$ cat src/rtl/key_event_arbiter.sv
// Round-robin arbiter that turns per-key press pulses into a FIFO-buffered stream of key codes.
// Optional saturating dropped-press counter is enabled by defining KEY_ARB_DROPCNT_EN.
module key_event_arbiter #(
    parameter int NKEYS      = 4,
    parameter int FIFO_DEPTH = 4
) (
    input  logic             clk,
    input  logic             reset_n,
    input  logic [NKEYS-1:0] pulse_in,
    output logic             evt_valid,
    output logic [1:0]       evt_code,
    input  logic             evt_ready,
    output logic [NKEYS-1:0] pending,
    output logic             fifo_full
`ifdef KEY_ARB_DROPCNT_EN
    ,
    output logic [7:0]       drop_count
`endif
);
    localparam int AW = $clog2(FIFO_DEPTH);
    localparam logic [1:0]    LAST_KEY  = 2'(NKEYS - 1);
    localparam logic [AW:0]   DEPTH_CNT = (AW+1)'(FIFO_DEPTH);
    localparam logic [AW:0]   CNT_ONE   = (AW+1)'(1);
    localparam logic [AW-1:0] PTR_ONE   = AW'(1);

    typedef enum logic {IDLE, GRANT} arb_state_t;

    arb_state_t       state_reg;
    logic [NKEYS-1:0] pending_reg, pending_next, grant_onehot;
    logic [1:0]       rr_ptr_reg, gnt_idx;
    logic [1:0]       mem [FIFO_DEPTH];
    logic [AW-1:0]    wr_ptr_reg, rd_ptr_reg;
    logic [AW:0]      count_reg, count_next;
    logic             full_reg, valid_reg;
    logic             push, pop;

    assign push = (state_reg == GRANT);
    assign pop  = valid_reg & evt_ready;

    // Search upward from the round-robin pointer, wrapping at NKEYS
    always_comb begin
        logic found;
        int   j;
        found   = 1'b0;
        j       = 0;
        gnt_idx = '0;
        for (int k = 0; k < NKEYS; k++) begin
            j = int'(rr_ptr_reg) + k;
            if (j >= NKEYS) j = j - NKEYS;
            if (!found && pending_reg[j]) begin
                found   = 1'b1;
                gnt_idx = 2'(j);
            end
        end
    end

    // A pulse on the key being granted re-arms its pending bit instead of counting as a drop
    for (genvar gi = 0; gi < NKEYS; gi++) begin : g_key
        assign grant_onehot[gi] = push && (gnt_idx == 2'(gi));
        assign pending_next[gi] = pulse_in[gi] | (pending_reg[gi] & ~grant_onehot[gi]);
    end

    always_comb begin
        count_next = count_reg;
        if (push && !pop)
            count_next = count_reg + CNT_ONE;
        else if (pop && !push)
            count_next = count_reg - CNT_ONE;
    end

    always_ff @(posedge clk or negedge reset_n) begin
        if (!reset_n) begin
            state_reg   <= IDLE;
            pending_reg <= '0;
            rr_ptr_reg  <= '0;
            wr_ptr_reg  <= '0;
            rd_ptr_reg  <= '0;
            count_reg   <= '0;
            full_reg    <= 1'b0;
            valid_reg   <= 1'b0;
        end else begin
            pending_reg <= pending_next;
            count_reg   <= count_next;
            full_reg    <= (count_next == DEPTH_CNT);
            valid_reg   <= (count_next != '0);
            state_reg   <= ((|pending_next) && (count_next != DEPTH_CNT)) ? GRANT : IDLE;
            if (push) begin
                wr_ptr_reg <= wr_ptr_reg + PTR_ONE;
                rr_ptr_reg <= (gnt_idx == LAST_KEY) ? 2'd0 : gnt_idx + 2'd1;
            end
            if (pop)
                rd_ptr_reg <= rd_ptr_reg + PTR_ONE;
        end
    end

    // Storage needs no reset: entries are only visible while valid
    always_ff @(posedge clk) begin
        if (push)
            mem[wr_ptr_reg] <= gnt_idx;
    end

    assign evt_valid = valid_reg;
    assign evt_code  = valid_reg ? mem[rd_ptr_reg] : 2'd0;
    assign pending   = pending_reg;
    assign fifo_full = full_reg;

`ifdef KEY_ARB_DROPCNT_EN
    logic [NKEYS-1:0] drop_vec;
    logic [7:0]       drop_cnt_reg;
    logic [8:0]       drop_sum;

    for (genvar gi = 0; gi < NKEYS; gi++) begin : g_drop
        assign drop_vec[gi] = pulse_in[gi] & pending_reg[gi] & ~grant_onehot[gi];
    end

    always_comb begin
        drop_sum = {1'b0, drop_cnt_reg};
        for (int i = 0; i < NKEYS; i++)
            drop_sum = drop_sum + 9'(drop_vec[i]);
    end

    always_ff @(posedge clk or negedge reset_n) begin
        if (!reset_n)
            drop_cnt_reg <= '0;
        else
            drop_cnt_reg <= (drop_sum > 9'd255) ? 8'hFF : drop_sum[7:0];
    end

    assign drop_count = drop_cnt_reg;
`endif
endmodule

$ cat config.mk
export PLATFORM = sky130hd
export DESIGN_NAME = key_event_arbiter
export DESIGN_NICKNAME = d
export VERILOG_FILES = /design/src/rtl/key_event_arbiter.sv
export SDC_FILE = /design/constraint.sdc
export NUM_CORES = 1
export LEC_CHECK = 0
export ABC_AREA = 1
export CORE_ASPECT_RATIO = 1.1
export CORE_MARGIN = 1
export CORE_UTILIZATION = 50
export DETAILED_ROUTE_END_ITERATION = 7
export HOLD_SLACK_MARGIN = 0.06
export PLACE_DENSITY_LB_ADDON = 0.25
export SYNTH_ARGS = -nofsm -noshare
export SYNTH_HDL_FRONTEND = slang
export SYNTH_SLANG_ARGS = --single-unit
$ cat constraint.sdc
create_clock -name clk -period 2.3 [get_ports clk]
set_input_delay 0.345 -clock clk [delete_from_list [all_inputs] [get_ports clk]]
set_output_delay 0.345 -clock clk [all_outputs]
set_load 0.02 [all_outputs]
Yosys cells after proc, flatten, opt, wreduce, memory -nomap -nowiden
Memories as Yosys holds them, arrays and structs flattened. Index checks and enable logic that the tools add are counted. Widths: inputs -> output; s select.

Bits in registers: 16. Bits in writable memories: 8. Bits of input ports: 7. Output and inout port bits: 8. Word-level logic and storage cells: 95. Memories kept: 1.

Memories: mem (words 4, width 2, read ports 1, clocked after memory_dff 0, write ports 1, line 31) `logic [1:0] mem [FIFO_DEPTH];`.

Add/sub/neg operators: 12. $lt $le $gt $ge: 8. Equal/unequal tests: 5. Mux-type cells: 30. Bitwise gates (word level): 13. Reduce and logical (&&, ||, !) cells: 18.

Operators with widths (number): $lt 32x4->1 const B (4); $mux 32 (4); $mux 1 (14); $mux 2 (6); $sub 3x3->4 const B (3); $logic_and 1x1->1 (10); $ge 3x3->1 const B (3); $bmux 1 s2 (4); $add 2x1->2 const B (3); $add 2x2->3 const B (2); $mux 3 (2); $and 1x1->1 (5); $logic_not 1->1 (5); $eq 2x2->1 const B (2); $not 1->1 (4); $or 1x1->1 (4); $reduce_or 4->1 (1); $sub 2x3->4 const B (1); $add 2x1->3 const B (1); $add 3x1->3 const B (1); $eq 3x3->1 const B (1); $ge 2x3->1 const B (1); $ne 3x3->1 const B (1); $reduce_bool 3->1 (1); other kinds (3) (3).

Longest topological paths before layout
Word-level depth: 23. Gate-level depth with buffers: 18. Depth with buffers taken out: 17.

Least setup slack after synthesis
OpenSTA, ideal clock, no wires.

Path kind: register to register. Start point: register rr_ptr_reg[0]. End point: register state_reg (netlist: push). Library setup time: 0.126 ns. Arrival time: 1.828 ns. Data required time: 2.174 ns. Path slack: 0.345 ns. Cell stages (with the launch flop): 18. Buffers on the path: 1. Period minus slack after synthesis: 1.955 ns. Path through: dfrtp_1 > buf_6 > inv_8 > nand2_1 > nand2_1 > nand2_1 > nand2_1 > nand2_2 > inv_2 > nand2_2 > nand3_2 > nand2_2 > inv_2 > ha_1 > nand2_1 > a21o_1 > nor4_1 > nor2_1.

Word-level cells in the longest chain between the ends: 23. Elaborated cells on any way between the ends: 63. Classes of those cells: add/sub (7); order compare (4); eq/ne (3); mux (24); bitwise (12); reduce/logical (13).

RTL lines: start: declaration (line 30) `logic [1:0] rr_ptr_reg, gnt_idx;`; start signal: assignment (line 89) `rr_ptr_reg <= (gnt_idx == LAST_KEY) ? 2'd0 : gnt_idx + 2'd1;`; branches (longest 14 deep; another with $sub 3x3->4); $mux 2 (*) (line 50) `if (!found && pending_reg[j]) begin`; net gnt_idx[0] (line 30); $logic_not 2->1 (*) (line 59) `assign grant_onehot[gi] = push && (gnt_idx == 2'(gi));`; $logic_and 1x1->1 (*) (line 59); $not 1->1 (*) (line 60) `assign pending_next[gi] = pulse_in[gi] | (pending_reg[gi] & ~grant_onehot[gi]);`; $and 1x1->1 (*) (line 60); $or 1x1->1 (*) (line 60); net pending_next[0] (line 29) `logic [NKEYS-1:0] pending_reg, pending_next, grant_onehot;`; $reduce_or 4->1 (*) (line 86) `state_reg <= ((|pending_next) && (count_next != DEPTH_CNT)) ? GRANT : IDLE;`; $logic_and 1x1->1 (*) (line 86); $mux 1 (*) (line 86); end signal: assignment (line 86); end: declaration (line 28) `arb_state_t state_reg;`.

Mark *: on every way through the listed nets, which the timed path passes. The select of a mux whose other input is x is not followed. A chain may end at the register's enable or synchronous reset.

Worst setup path after layout
Ends and elaborated chain as after synthesis.

==> reports/results.txt <==
Die ar.: 3020 um^2
CTS tree: built
Crit. Startpoint: rr_ptr_reg[0]$_DFFE_PN0P_
# port buffers: 14
Met3 WL: 85 um
Initial core utilization: 54.6%
Clock Latency Late Sink: 300 ps
Synth top area cells: dfrtp_1, edfxtp_1, nand2_1
H-tree depth: 1
Top cell type's share of synthesized area: 28.5%
Die height: 57.6 um
Slowest-stage cell, CP: dfrtp_2
Worst Setup EP: push$_DFF_PN0_
Fmax: 455 MHz
Routed WL: 2640 um
Via/cell ratio: 5.16
Top routing layer in use: met4
Clock transition at path regs: 120 ps
Final worst-path setup slack: 101 ps
Crit-path max FO: 8
Ant diodes: 0
I/O pin count: 15
Final Max Slew Viols: 0
Residual overflow from global routing: 0
Number of flops mapped to enable cells by yosys: 8
Clock skew: 5.14 ps
Die W: 52.5 um
Synth Register Bits: 24
Iteration count of the initial detailed-routing pass: 4
Synthesized area per cell: 8.82 um^2
Gpl congestion: 0.818
CTS buffer count: 3
Share of layout cells above drive strength 1: 33.0%
Tcrit/Tclk final: 95.6%
Post-DP HPWL: 1970 um
MaxCap Viol Count: 0
Status: finished clean
Synthesized area: 1400 um^2
Final Hold Fails: 0
Max FFs per register: 8
Slack of the worst reg-to-reg path: 100 ps
Largest net degree at the start of global routing: 19
Initial antenna violation count: 0
RR Endpoint: push$_DFF_PN0_
Worst hold-check path type: in -> async
Share of flip-flops with an asynchronous set or reset: 66.7%
YS warnings: 0
Site row count: 19
Rel. slew slack: 53.6%
Critical Path RT: 2500 ps
Arr. time, crit path: 2400 ps
Pre-CTS setup slack: 11.6 ps
Syn Inst Count: 159
Number of global-route vias before repair: 1006
Layout Nets: 200
Max incr delay on CP: 520 ps
Post-synth top area cell: dfrtp_1
Met1 WL: 1220 um
Clock root cell: clkbuf_4
Worst setup EP type: flop
Final ANT Viol Nets: 0
Routed len/inst: 12.4 um
Ys flop type: dfrtp_1
Post-layout util: 67.8%
TritonCTS Sinks: 24
Via count: 1100
Sequence of cells on the critical path: inv_8 > nand2_2 > nand2_2 > nand2_2 > nand2_4 > nor2_4 > nand2_4 > nand3_4 > nand2_4 > inv_2 > ha_1 > nand2_1 > a21o_1 > nor4_2 > nor2_1
Critical setup path kind: reg -> reg
Clk buf depth: 2
Minimum clock period: 2200 ps
First-pass GRT wire length: 4320 um
Critical Path Start Type: flop
Seq/Total Area, Yosys: 45.7%
Detailed router's first-iteration violation count: 24
RSZ-0062 raised after global routing: true
Syn Nets: 176
Reg2reg path depth: 15
Setup Viol. Count Final: 0
DRC viols: 0
Met2 routed WL: 1310 um
Core area: 2570 um^2
WHS: 441 ps
Slew @ Worst Pin: 694 ps
Gr usage total: 19.5%
Synth unique cells: 29
Area Growth Syn to Fin: 24.1%
Reg2Reg Launch Point: rr_ptr_reg[0]$_DFFE_PN0P_
through the flow:
stage	area, um^2	instances	TNS, ps
floorplan	1400	159	0
global placement	1570	202	0
detailed placement	1570	202	0
CTS	1590	206	0
global route	1740	213	-57.5
finish	1740	213	0
what timing repair did:
action	in CTS	in global routing
setup buffers	0	7
resized for setup	1	27
pin swaps	0	12
setup endpoints to repair	1	2
hold buffers	0	0
layout make-up:
cell class              instances  area (um^2)
flip-flops and latches         24          643
clock buffers                   4         26.3
well taps                      31         38.8
repair buffers                 22          203
fillers                       211          827
multi-input cells             111          743
inverters                      21         86.3
cell usage after synthesis (2+ instances only):
cell type,count
o21ai_0,7
nand2_1,38
xor2_1,2
a21oi_1,5
dfrtp_1,16
inv_2,4
o21ai_2,2
ha_1,10
nand2_2,12
a21o_1,2
edfxtp_1,8
nor2_2,3
inv_1,16
nor2_1,13
nand3_2,2
nand3_1,6
cells in the final DEF (no fill, tap or decap), types with 2 or more instances in the layout:
master,netlist,final
a21oi_2,0,2
ha_1,10,9
clkbuf_4,0,3
inv_1,16,15
inv_2,4,5
nand2_4,1,4
dfrtp_1,16,14
nor2_1,13,13
nand2_2,12,22
o21ai_0,7,7
a21o_1,2,2
edfxtp_1,8,8
nand3_1,6,6
o21ai_2,2,2
dfrtp_2,0,2
a21oi_1,5,3
xor2_1,2,2
buf_4,1,8
nand2_1,38,25
clkdlybuf4s50_1,0,13
nor2_4,1,3
worst min-delay path by stage:
| stage | cells after the start | start | slack, ps | to |
|---|---|---|---|---|
| 2_1_floorplan | 0 | reset_n | 50 | count_reg[0]$_DFF_PN0_ |
| 3_3_place_gp | 1 | wr_ptr_reg[0]$_DFFE_PN0P_ | 510 | wr_ptr_reg[0]$_DFFE_PN0P_ |
| 3_5_place_dp | 2 | count_reg[2]$_DFF_PN0_ | 510 | count_reg[2]$_DFF_PN0_ |
| 4_1_cts | 1 | reset_n | 470 | rd_ptr_reg[1]$_DFFE_PN0P_ |
| 5_1_grt | 1 | reset_n | 490 | rd_ptr_reg[0]$_DFFE_PN0P_ |
| 6_report | 1 | reset_n | 440 | rd_ptr_reg[0]$_DFFE_PN0P_ |
kinds of logic after synthesis:
group / share of synthesized area, %
and+or+nand+nor: 27.6
DFF: 45.7
adders and majority gates: 8.92
AOI/OAI and AO/OA: 7.58
xor gates and xnor gates: 2.41
buffers and inverters: 7.85
routing by layer:
| metal | GRT usage (%) | vias up |
|---|---|---|
| met4 | 5.64 | 0 |
| met5 | 0 | - |
| li1 | - | 547 |
| met2 | 31.6 | 19 |
| met1 | 26.6 | 532 |
| met3 | 3.20 | 2 |
critical path: cells and delay by family (launching register included):
family          cells  cell delay [ps]
compound gates      1              200
fa+ha+maj           1              140
buf+inv             2              150
flops               1              520
simple gates       11             1080
Power is not shown: default switching activity piles up to over one toggle a cycle in this logic, so the estimate is an artifact.
